**config.mk**
```make
export PLATFORM = sky130hd
export DESIGN_NAME = lcd_hd44780_responder
export DESIGN_NICKNAME = d
export VERILOG_FILES = /design/src/rtl/lcd_pkg.sv /design/src/rtl/lcd_ddram.sv /design/src/rtl/lcd_hd44780_responder.sv
export SDC_FILE = /design/constraint.sdc
export NUM_CORES = 1
export LEC_CHECK = 0
export BUFFER_PORTS_ARGS = -buffer_cell sky130_fd_sc_hd__buf_2
export CAP_MARGIN = 20
export CELL_PAD_IN_SITES_DETAIL_PLACEMENT = 1
export CELL_PAD_IN_SITES_GLOBAL_PLACEMENT = 2
export CORE_MARGIN = 3
export CORE_UTILIZATION = 43
export DETAILED_ROUTE_END_ITERATION = 10
export PLACE_DENSITY = 0.8
export SLEW_MARGIN = 15
export SYNTH_ARGS = -nofsm -noshare
export SYNTH_HDL_FRONTEND = slang
export SYNTH_SLANG_ARGS = --single-unit
```
**constraint.sdc**
```tcl
create_clock -name clk -period 2.61 [get_ports clk]
set_input_delay 0 -clock clk [delete_from_list [all_inputs] [get_ports clk]]
set_output_delay 0 -clock clk [all_outputs]
set_load 0.05 [all_outputs]
```
**src/rtl/lcd_pkg.sv**
```systemverilog
// lcd_pkg: shared bus fields, opcode masks, addresses and AC helpers for the HD44780 responder
package lcd_pkg;

    localparam int RS_BIT = 10;
    localparam int RW_BIT = 9;
    localparam int E_BIT  = 8;

    localparam int NUM_CELLS = 32;

    localparam logic [7:0] CMD_SET_AC = 8'h80;
    localparam logic [7:0] CMD_CGRAM  = 8'h40;
    localparam logic [7:0] CMD_FUNC   = 8'h20;
    localparam logic [7:0] CMD_SHIFT  = 8'h10;
    localparam logic [7:0] CMD_DISP   = 8'h08;
    localparam logic [7:0] CMD_ENTRY  = 8'h04;
    localparam logic [7:0] CMD_HOME   = 8'h02;
    localparam logic [7:0] CMD_CLEAR  = 8'h01;

    localparam logic [6:0] LINE0_BASE = 7'h00;
    localparam logic [6:0] LINE1_BASE = 7'h40;

    localparam logic [7:0] FILL_CHAR = 8'h20;

    typedef enum logic [1:0] {
        INIT_FILL,
        IDLE,
        EXEC,
        CLEAR_FILL
    } state_e;

    // Only 0x00-0x0F and 0x40-0x4F exist on a 2x16 panel
    function automatic logic ac_legal(input logic [6:0] ac);
        return (ac & ~(LINE1_BASE | 7'h0F)) == 7'h00;
    endfunction

    function automatic logic [4:0] ac_idx(input logic [6:0] ac);
        return {ac[6], ac[3:0]};
    endfunction

    // Step within a 16-column line; leaving either end of a line lands on the other line
    function automatic logic [6:0] ac_step(input logic [6:0] ac, input logic inc);
        logic [3:0] col;
        logic       wrap;
        col  = inc ? ac[3:0] + 4'd1 : ac[3:0] - 4'd1;
        wrap = inc ? &ac[3:0] : ~|ac[3:0];
        return ((ac[6] ^ wrap) ? LINE1_BASE : LINE0_BASE) | {3'b000, col};
    endfunction

endpackage

```
**src/rtl/lcd_ddram.sv**
```systemverilog
// lcd_ddram: 32x8 display RAM, one synchronous write port, two combinational read ports
module lcd_ddram
    import lcd_pkg::*;
(
    input  logic       clk,
    input  logic       we_i,
    input  logic [4:0] waddr_i,
    input  logic [7:0] wdata_i,
    input  logic [4:0] raddr_a_i,
    output logic [7:0] rdata_a_o,
    input  logic [4:0] raddr_b_i,
    output logic [7:0] rdata_b_o
);

    logic [7:0] mem_q [NUM_CELLS];

    // Contents are initialised by the fill sequence, so the array carries no reset
    always_ff @(posedge clk) begin
        if (we_i) mem_q[waddr_i] <= wdata_i;
    end

    assign rdata_a_o = mem_q[raddr_a_i];
    assign rdata_b_o = mem_q[raddr_b_i];

endmodule

```
**src/rtl/lcd_hd44780_responder.sv**
```systemverilog
// lcd_hd44780_responder: decodes E-strobed LCD bus words into a 2x16 DDRAM image with busy timing
module lcd_hd44780_responder
    import lcd_pkg::*;
#(
    parameter int BUSY_CYCLES  = 40,
    parameter int CLEAR_CYCLES = 64
) (
    input  logic        clk,
    input  logic        reset,
    input  logic [10:0] lcd_word,
    output logic        busy,
    output logic [7:0]  rd_data,
    output logic        rd_valid,
    output logic [6:0]  cursor,
    output logic        display_on,
    output logic        two_line,
    output logic [7:0]  cmd_count,
    output logic        err,
    input  logic [4:0]  dbg_idx,
    output logic [7:0]  dbg_char
);

    state_e      state_q, state_d;
    logic [15:0] cnt_q, cnt_d;
    logic        fill_q, fill_d;
    logic [6:0]  ac_q, ac_d;
    logic        id_q, id_d;
    logic        disp_q, disp_d;
    logic        two_q, two_d;
    logic [7:0]  cmdc_q, cmdc_d;
    logic        err_q, err_d;
    logic [7:0]  rdd_q, rdd_d;
    logic        rdv_q, rdv_d;
    logic        e_q, rs_q, rw_q;
    logic [7:0]  d_q;
    logic        strobe;
    logic        we;
    logic [4:0]  waddr;
    logic [7:0]  wdata;
    logic [7:0]  cell_ac;

    lcd_ddram u_ddram (
        .clk       (clk),
        .we_i      (we),
        .waddr_i   (waddr),
        .wdata_i   (wdata),
        .raddr_a_i (ac_idx(ac_q)),
        .rdata_a_o (cell_ac),
        .raddr_b_i (dbg_idx),
        .rdata_b_o (dbg_char)
    );

    assign strobe = e_q & ~lcd_word[E_BIT];
    assign busy   = state_q != IDLE;

    // Bus fields are registered every cycle so a falling E sees the last high-E word
    always_ff @(posedge clk or negedge reset) begin
        if (!reset) begin
            e_q  <= 1'b0;
            rs_q <= 1'b0;
            rw_q <= 1'b0;
            d_q  <= 8'h00;
        end else begin
            e_q  <= lcd_word[E_BIT];
            rs_q <= lcd_word[RS_BIT];
            rw_q <= lcd_word[RW_BIT];
            d_q  <= lcd_word[7:0];
        end
    end

    // Next state: fill/busy sequencing, then strobe decode which may start a new busy period
    always_comb begin
        state_d = state_q;
        cnt_d   = cnt_q;
        fill_d  = fill_q;
        ac_d    = ac_q;
        id_d    = id_q;
        disp_d  = disp_q;
        two_d   = two_q;
        cmdc_d  = cmdc_q;
        err_d   = err_q;
        rdd_d   = rdd_q;
        rdv_d   = 1'b0;
        we      = 1'b0;
        waddr   = cnt_q[4:0];
        wdata   = FILL_CHAR;
        case (state_q)
            INIT_FILL: begin
                we    = 1'b1;
                cnt_d = cnt_q + 16'd1;
                if (cnt_q == 16'(NUM_CELLS - 1)) begin
                    state_d = IDLE;
                    cnt_d   = '0;
                end
            end
            EXEC: begin
                cnt_d = cnt_q + 16'd1;
                if (cnt_q == 16'(BUSY_CYCLES - 1)) begin
                    state_d = IDLE;
                    cnt_d   = '0;
                end
            end
            CLEAR_FILL: begin
                we    = fill_q && cnt_q < 16'(NUM_CELLS);
                cnt_d = cnt_q + 16'd1;
                if (cnt_q == 16'(CLEAR_CYCLES - 1)) begin
                    state_d = IDLE;
                    cnt_d   = '0;
                end
            end
            default: ;
        endcase
        if (strobe) begin
            cmdc_d = cmdc_q + 8'd1;
            if (rw_q) begin
                rdv_d = 1'b1;
                rdd_d = rs_q ? cell_ac : {busy, ac_q};
                if (rs_q) ac_d = ac_step(ac_q, id_q);
            end else if (busy) begin
                err_d = 1'b1;
            end else begin
                state_d = EXEC;
                cnt_d   = '0;
                if (rs_q) begin
                    we    = 1'b1;
                    waddr = ac_idx(ac_q);
                    wdata = d_q;
                    ac_d  = ac_step(ac_q, id_q);
                end else if (|(d_q & CMD_SET_AC)) begin
                    ac_d  = ac_legal(d_q[6:0]) ? d_q[6:0] : LINE0_BASE;
                    err_d = err_q | ~ac_legal(d_q[6:0]);
                end else if (|(d_q & CMD_CGRAM)) begin
                end else if (|(d_q & CMD_FUNC)) begin
                    two_d = d_q[3];
                end else if (|(d_q & CMD_SHIFT)) begin
                end else if (|(d_q & CMD_DISP)) begin
                    disp_d = d_q[2];
                end else if (|(d_q & CMD_ENTRY)) begin
                    id_d = d_q[1];
                end else if (|(d_q & CMD_HOME)) begin
                    ac_d    = LINE0_BASE;
                    state_d = CLEAR_FILL;
                    fill_d  = 1'b0;
                end else if (|(d_q & CMD_CLEAR)) begin
                    ac_d    = LINE0_BASE;
                    id_d    = 1'b1;
                    state_d = CLEAR_FILL;
                    fill_d  = 1'b1;
                end
            end
        end
    end

    // State and architectural registers; reset restarts the power-up fill
    always_ff @(posedge clk or negedge reset) begin
        if (!reset) begin
            state_q <= INIT_FILL;
            cnt_q   <= '0;
            fill_q  <= 1'b1;
            ac_q    <= LINE0_BASE;
            id_q    <= 1'b1;
            disp_q  <= 1'b0;
            two_q   <= 1'b0;
            cmdc_q  <= 8'h00;
            err_q   <= 1'b0;
            rdd_q   <= 8'h00;
            rdv_q   <= 1'b0;
        end else begin
            state_q <= state_d;
            cnt_q   <= cnt_d;
            fill_q  <= fill_d;
            ac_q    <= ac_d;
            id_q    <= id_d;
            disp_q  <= disp_d;
            two_q   <= two_d;
            cmdc_q  <= cmdc_d;
            err_q   <= err_d;
            rdd_q   <= rdd_d;
            rdv_q   <= rdv_d;
        end
    end

    assign rd_data    = rdd_q;
    assign rd_valid   = rdv_q;
    assign cursor     = ac_q;
    assign display_on = disp_q;
    assign two_line   = two_q;
    assign cmd_count  = cmdc_q;
    assign err        = err_q;

endmodule

```
Yosys cells after proc, flatten, opt, wreduce, memory -nomap -nowiden
Memories as Yosys holds them, arrays and structs flattened.
Index checks and enable logic that the tools add are counted.
W data, S select, Z words.
Word-level totals
  bits in writable memories: 256
  memories: 1
  register bits: 58
  output and inout port bits: 36
Cells by class
  $lt $le $gt $ge: 1
  bitwise logic cells: 15
  multiplexer cells: 64
  eq/ne operators: 15
  add/sub/neg operators: 4
  reduce and logical (&&, ||, !) cells: 17
Memory list
  u_ddram.mem_q: words 32, width 8, read ports 2, clocked after memory_dff 0, write ports 1, RTL line lcd_ddram.sv:15  | logic [7:0] mem_q [NUM_CELLS];
Operators with widths (count)
  $mux W7: 14
  $mux W16: 6
  $pmux W16 S3: 1
  $mux W8: 5
  $eq A16 B6 Y1 const B: 2
  $mux W1: 25
  $reduce_and A11 Y1: 2
  $mux W5: 4
  $reduce_and A9 Y1: 2
  $add A16 B1 Y16 const B: 1
  $eq A16 B5 Y1 const B: 1
  $lt A16 B6 Y1 const B: 1
  $ne A3 B2 Y1 const B: 5
  $mux W2: 6
  $not A1 Y1: 11
  $add A8 B1 Y8 const B: 1
  $reduce_and A4 Y1: 2
  $logic_not A7 Y1: 1
  $or A7 B4 Y7: 1
  $reduce_and A7 Y1: 1
  $ne A2 B1 Y1 const B: 3
  $pmux W2 S3: 1
  $reduce_bool A2 Y1: 3
  $add A4 B1 Y4 const B: 1
  14 further kinds: 16

Logic depth before layout (Yosys ltp)
  depth after elaboration: 12
  depth in mapped cells: 9
  gate-level depth less buffers: 7

By module
From an unflattened synthesis, not the netlist that was laid out.
Unflattened totals
  cells, all modules: 808
  area, all modules: 14851.7 um2
Modules (own cells, without submodules)
  lcd_ddram: area an instance 11887.7 um2, sequential area each 7687.4 um2, cells an instance 516, instances 1
  lcd_hd44780_responder: area an instance 2964.1 um2, sequential area each 1453.9 um2, cells an instance 292, instances 1

Worst setup path before layout
Ideal clock, no wire load.
  path kind: flip-flop to flip-flop
  start: register ac_q[0], in the netlist cursor[0]
  end: memory u_ddram.mem_q[29][0], enable pin
  path buffers: 4
  period minus slack after synthesis: 2831 ps
  arrival time: 2448 ps
  path slack: -221 ps
  stages on the path, launching flop included: 8
  required time: 2227 ps
  cell sequence: dfrtp_1 -> buf_4 -> buf_6 -> buf_4 -> buf_4 -> and3_1 -> a41oi_1 -> nor3_1
Between the ends
  word-level cells in the longest chain between the ends: 4
Ends and longest elaborated chain
  start: declaration: RTL line lcd_hd44780_responder.sv:26  | logic [6:0] ac_q, ac_d;
  start signal: assignment: RTL line lcd_hd44780_responder.sv:160  | ac_q <= LINE0_BASE;
  start signal: assignment: RTL line lcd_hd44780_responder.sv:172  | ac_q <= ac_d;
  $mux W5: RTL line lcd_hd44780_responder.sv:124  | if (rs_q) begin
  $mux W5: RTL line lcd_hd44780_responder.sv:119  | end else if (busy) begin
  $mux W5: RTL line lcd_hd44780_responder.sv:115  | if (rw_q) begin
  $mux W5: RTL line lcd_hd44780_responder.sv:113  | if (strobe) begin
  end: declaration: RTL line lcd_ddram.sv:15
Every way passes these cells.

==> flow_summary_export.csv <==
group,metric,value,unit
synth,synth_area,15000,um2
synth,synthCells,894,
die,die_y,193,um
global_routing,grt_pass1_vias,10068,
power,p_leak,5.77,nW
synth,syn_avg_cell_area,16.8,um2
route,drtIter0Drc,1036,
setup_path,r2r_start,"state_q[1]$_DFF_PN0_",
finish,layout_commonest_cell,"edfxtp_1",
setup_path,critPathKind,"register to output pin",
die,coreArea,34000,um2
setup_path,critPathBufInv,1,
synth,ys_ff_latch,314,
sta,worst_slew_pin_slew,717,ps
run_status,status,"completed",
die,boundaryPins,54,
setup_path,cp.required,2610,ps
hold_path,hold_path.class,"input pin to async pin",
power,power.density,886,nW/um2
sta,tns,0,ps
clock_tree,clk_path_buf_depth,3,
die,die_w,193,um
clock_tree,clk_pin_slew,60,ps
finish,fin_util,52.7,%
route,viasPerCell,6.23,
die,start_util,44.2,%
global_routing,grt_remaining_overflow,0,
finish,design_area,17900,um2
setup_path,crit_path_max_fanout,2,
setup_path,cp-start-kind,"register",
finish,drive_above_1_share,37.0,%
synth,syn_nets,922,
setup_path,r2r-end,"u_ddram.mem_q[19][1]$_DFFE_PP_",
synth,yosysWarnings,0,
clock_tree,insertion_delay,520,ps
setup_path,path_cells,"mux4_2 -> mux4_2 -> mux2_2 -> buf_2",
clock_tree,htree_num_levels,2,
setup_path,startpoint,"u_ddram.mem_q[26][1]$_DFFE_PP_",
route,post_drt_wl_per_cell,29.2,um
global_routing,groute.usage.overall,24.6,%
clock_tree,cts.sinks,314,
finish,syn2layout_area_growth,19.2,%
sta,max_freq,395,MHz
sta,worst_slack,77.4,ps
setup_path,worst_setup_path_endpoint,"dbg_char[1]",
clock_tree,cts_tree,"built",
sta,fin_worst_skew,11.7,ps
route,routed_wl,44800,um
placed_design,place_area,16500,um2
synth,ys_types,61,
global_routing,antenna_found_initial,1,
placed_design,hpwl,31000,um
synth,yosysSeqAreaShare,60.9,%
sta,timing.final.crit_share,97.0,%
route,ant_nets,0,
die,row_count,67,
placed_design,port-buffer-count,53,
finish,nets,1086,
setup_path,crit_path_end_kind,"output pin",
die,dieArea,37200,um2
global_routing,grt_first_pass_wirelength,66400,um
setup_path,reg2reg_slack,120,ps
synth,synthArstFlopShare,18.5,%
synth,synth_edf_count,256,
sta,setup_viol,0,
power,ir_drop,612,uV
sta,hold_viol_final,0,
sta,period_needed,2530,ps
setup_path,crit_arrival,2530,ps
route,dr.pass1.iters,5,
clock_tree,cts_root_buffer,"clkbuf_16",
global_routing,grt_max_degree,48,
flow_run,maxCapViolCount,0,
setup_path,r2r_cells,8,
setup_path,crit_top_cell,"mux4_2",
route,drc,0,
sta,relSlewSlack,52.1,%
setup_path,path_depth,4,
finish,diodes,0,
route,vias,9558,
sta,drv_slew,0,
clock_tree,cts_buffers,37,
synth,synth_flop_cell,"edfxtp_1",
finish,most-common-layout-cells,"edfxtp_1, mux4_2, buf_4",
setup_path,slowest_delay,550,ps
setup_path,path_delay_family,"multiplexers",
sta,rsz0062_at_grt,"yes",
setup_path,slowest_stage,"mux4_2",
placed_design,place_ws,-22.2,ps
placed_design,place_congestion,0.835,
==> flip-flops by register name, indices dropped and copies added, names as in the netlist <==
| register | flops |
|---|---|
| cmd_count | 8 |
| cnt_q | 16 |
| cursor | 7 |
| d_q | 8 |
| display_on | 1 |
| e_q | 1 |
| err | 1 |
| fill_q | 1 |
| id_q | 1 |
| rd_data | 8 |
| rd_valid | 1 |
| rs_q | 1 |
| rw_q | 1 |
| state_q | 2 |
| two_line | 1 |
| u_ddram.mem_q | 256 |
==> area by class of cell <==
cell class / count / area [um2]
Fill cell: 3206 / 16100
Sequential cell: 314 / 9150
Multi-Input combinational cell: 505 / 5570
Timing Repair Buffer: 186 / 1420
Clock buffer: 47 / 985
Tap cell: 448 / 561
Clock inverter: 19 / 155
Inverter: 14 / 52.6
==> metrics by stage <==
stage                     std cells  hold WS, ps  total power (W)
after global routing           1533         45.0           0.0165
after floorplan                 894         -296          0.00911
final                          1533         7.95           0.0159
after global placement         1446         -189           0.0108
after detailed placement       1447         -185           0.0109
after CTS                      1526         12.8           0.0159
==> cell families after synthesis <==
group / Yosys count / share of synthesized area (%)
AO/OA/AOI/OAI: 69 / 3.12
XOR/XNOR: 23 / 1.34
adder cells (fa/ha/maj): 10 / 0.883
buffers and inverters: 75 / 2.38
flip-flops: 314 / 60.9
multiplexers: 178 / 24.0
AND/OR/NAND/NOR: 225 / 7.41
==> power breakdown <==
group / switching (W) / internal, W / leakage [nW]
registers: 0.000399 / 0.00574 / 2.70
logic: 0.00277 / 0.00204 / 2.51
clock network: 0.00203 / 0.00288 / 0.556
==> repair_timing <==
| action | 4_1_cts | 5_1_grt |
|---|---|---|
| endpoints found under the hold margin | 70 | 0 |
| hold buffers | 13 | 0 |
| pin swaps | 0 | 1 |
| endpoints found under the setup margin | 40 | 119 |
| setup buffers | 0 | 7 |
| gates resized for setup | 3 | 4 |
==> worst min-delay path, stage by stage <==
cell and delay, ps:
dlygate4sd3_1 510, buf_2 120, buf_4 270
==> per-layer routing <==
metal,up-vias,part of all wire (%),global-route usage [%],wire length [um]
met2,422,47,38.6,21200
met3,78,8.2,5.67,3670
met1,5087,41,34.5,18600
met5,-,0.029,0,13
met4,2,3.0,7.96,1360
li1,3969,-,-,-
==> Yosys cell counts (all sizes together) (3+ instances only) <==
cell type / instances / area [um2]
mux2: 18 / 203
nor4: 11 / 68.8
o22a: 4 / 35.0
nand4: 8 / 50.1
mux4: 144 / 3240
or3: 4 / 25.0
dfrtp: 56 / 1400
a211oi: 5 / 37.5
nor3: 26 / 130
o31ai: 3 / 22.5
and3: 11 / 68.8
and2: 3 / 18.8
nor2: 75 / 282
and4: 3 / 26.3
o21ai: 16 / 80.1
or4: 6 / 45.0
xnor2: 15 / 131
buf: 31 / 191
xor2: 8 / 70.1
nand2b: 12 / 75.1
edfxtp: 256 / 7690
nand3: 14 / 70.1
nor2b: 6 / 37.5
clkbuf: 30 / 114
o22ai: 7 / 43.8
a21oi: 8 / 40.0
ha: 9 / 113
a31oi: 4 / 25.0
inv: 13 / 48.8
mux2i: 16 / 160
nand2: 38 / 143
==> worst min path at each step <==
stage	startpoint	endpoint	slack (ps)	depth (start not counted)
2_1_floorplan	reset	cmd_count[0]$_DFFE_PN0P_	-300	0
3_3_place_gp	reset	cmd_count[5]$_DFFE_PN0P_	-190	1
3_5_place_dp	reset	cmd_count[5]$_DFFE_PN0P_	-180	1
4_1_cts	reset	cnt_q[15]$_DFF_PN0_	10	3
5_1_grt	reset	cnt_q[6]$_DFF_PN0_	40	3
6_report	reset	cnt_q[15]$_DFF_PN0_	8	3
Power figures use the tool's default switching activity.
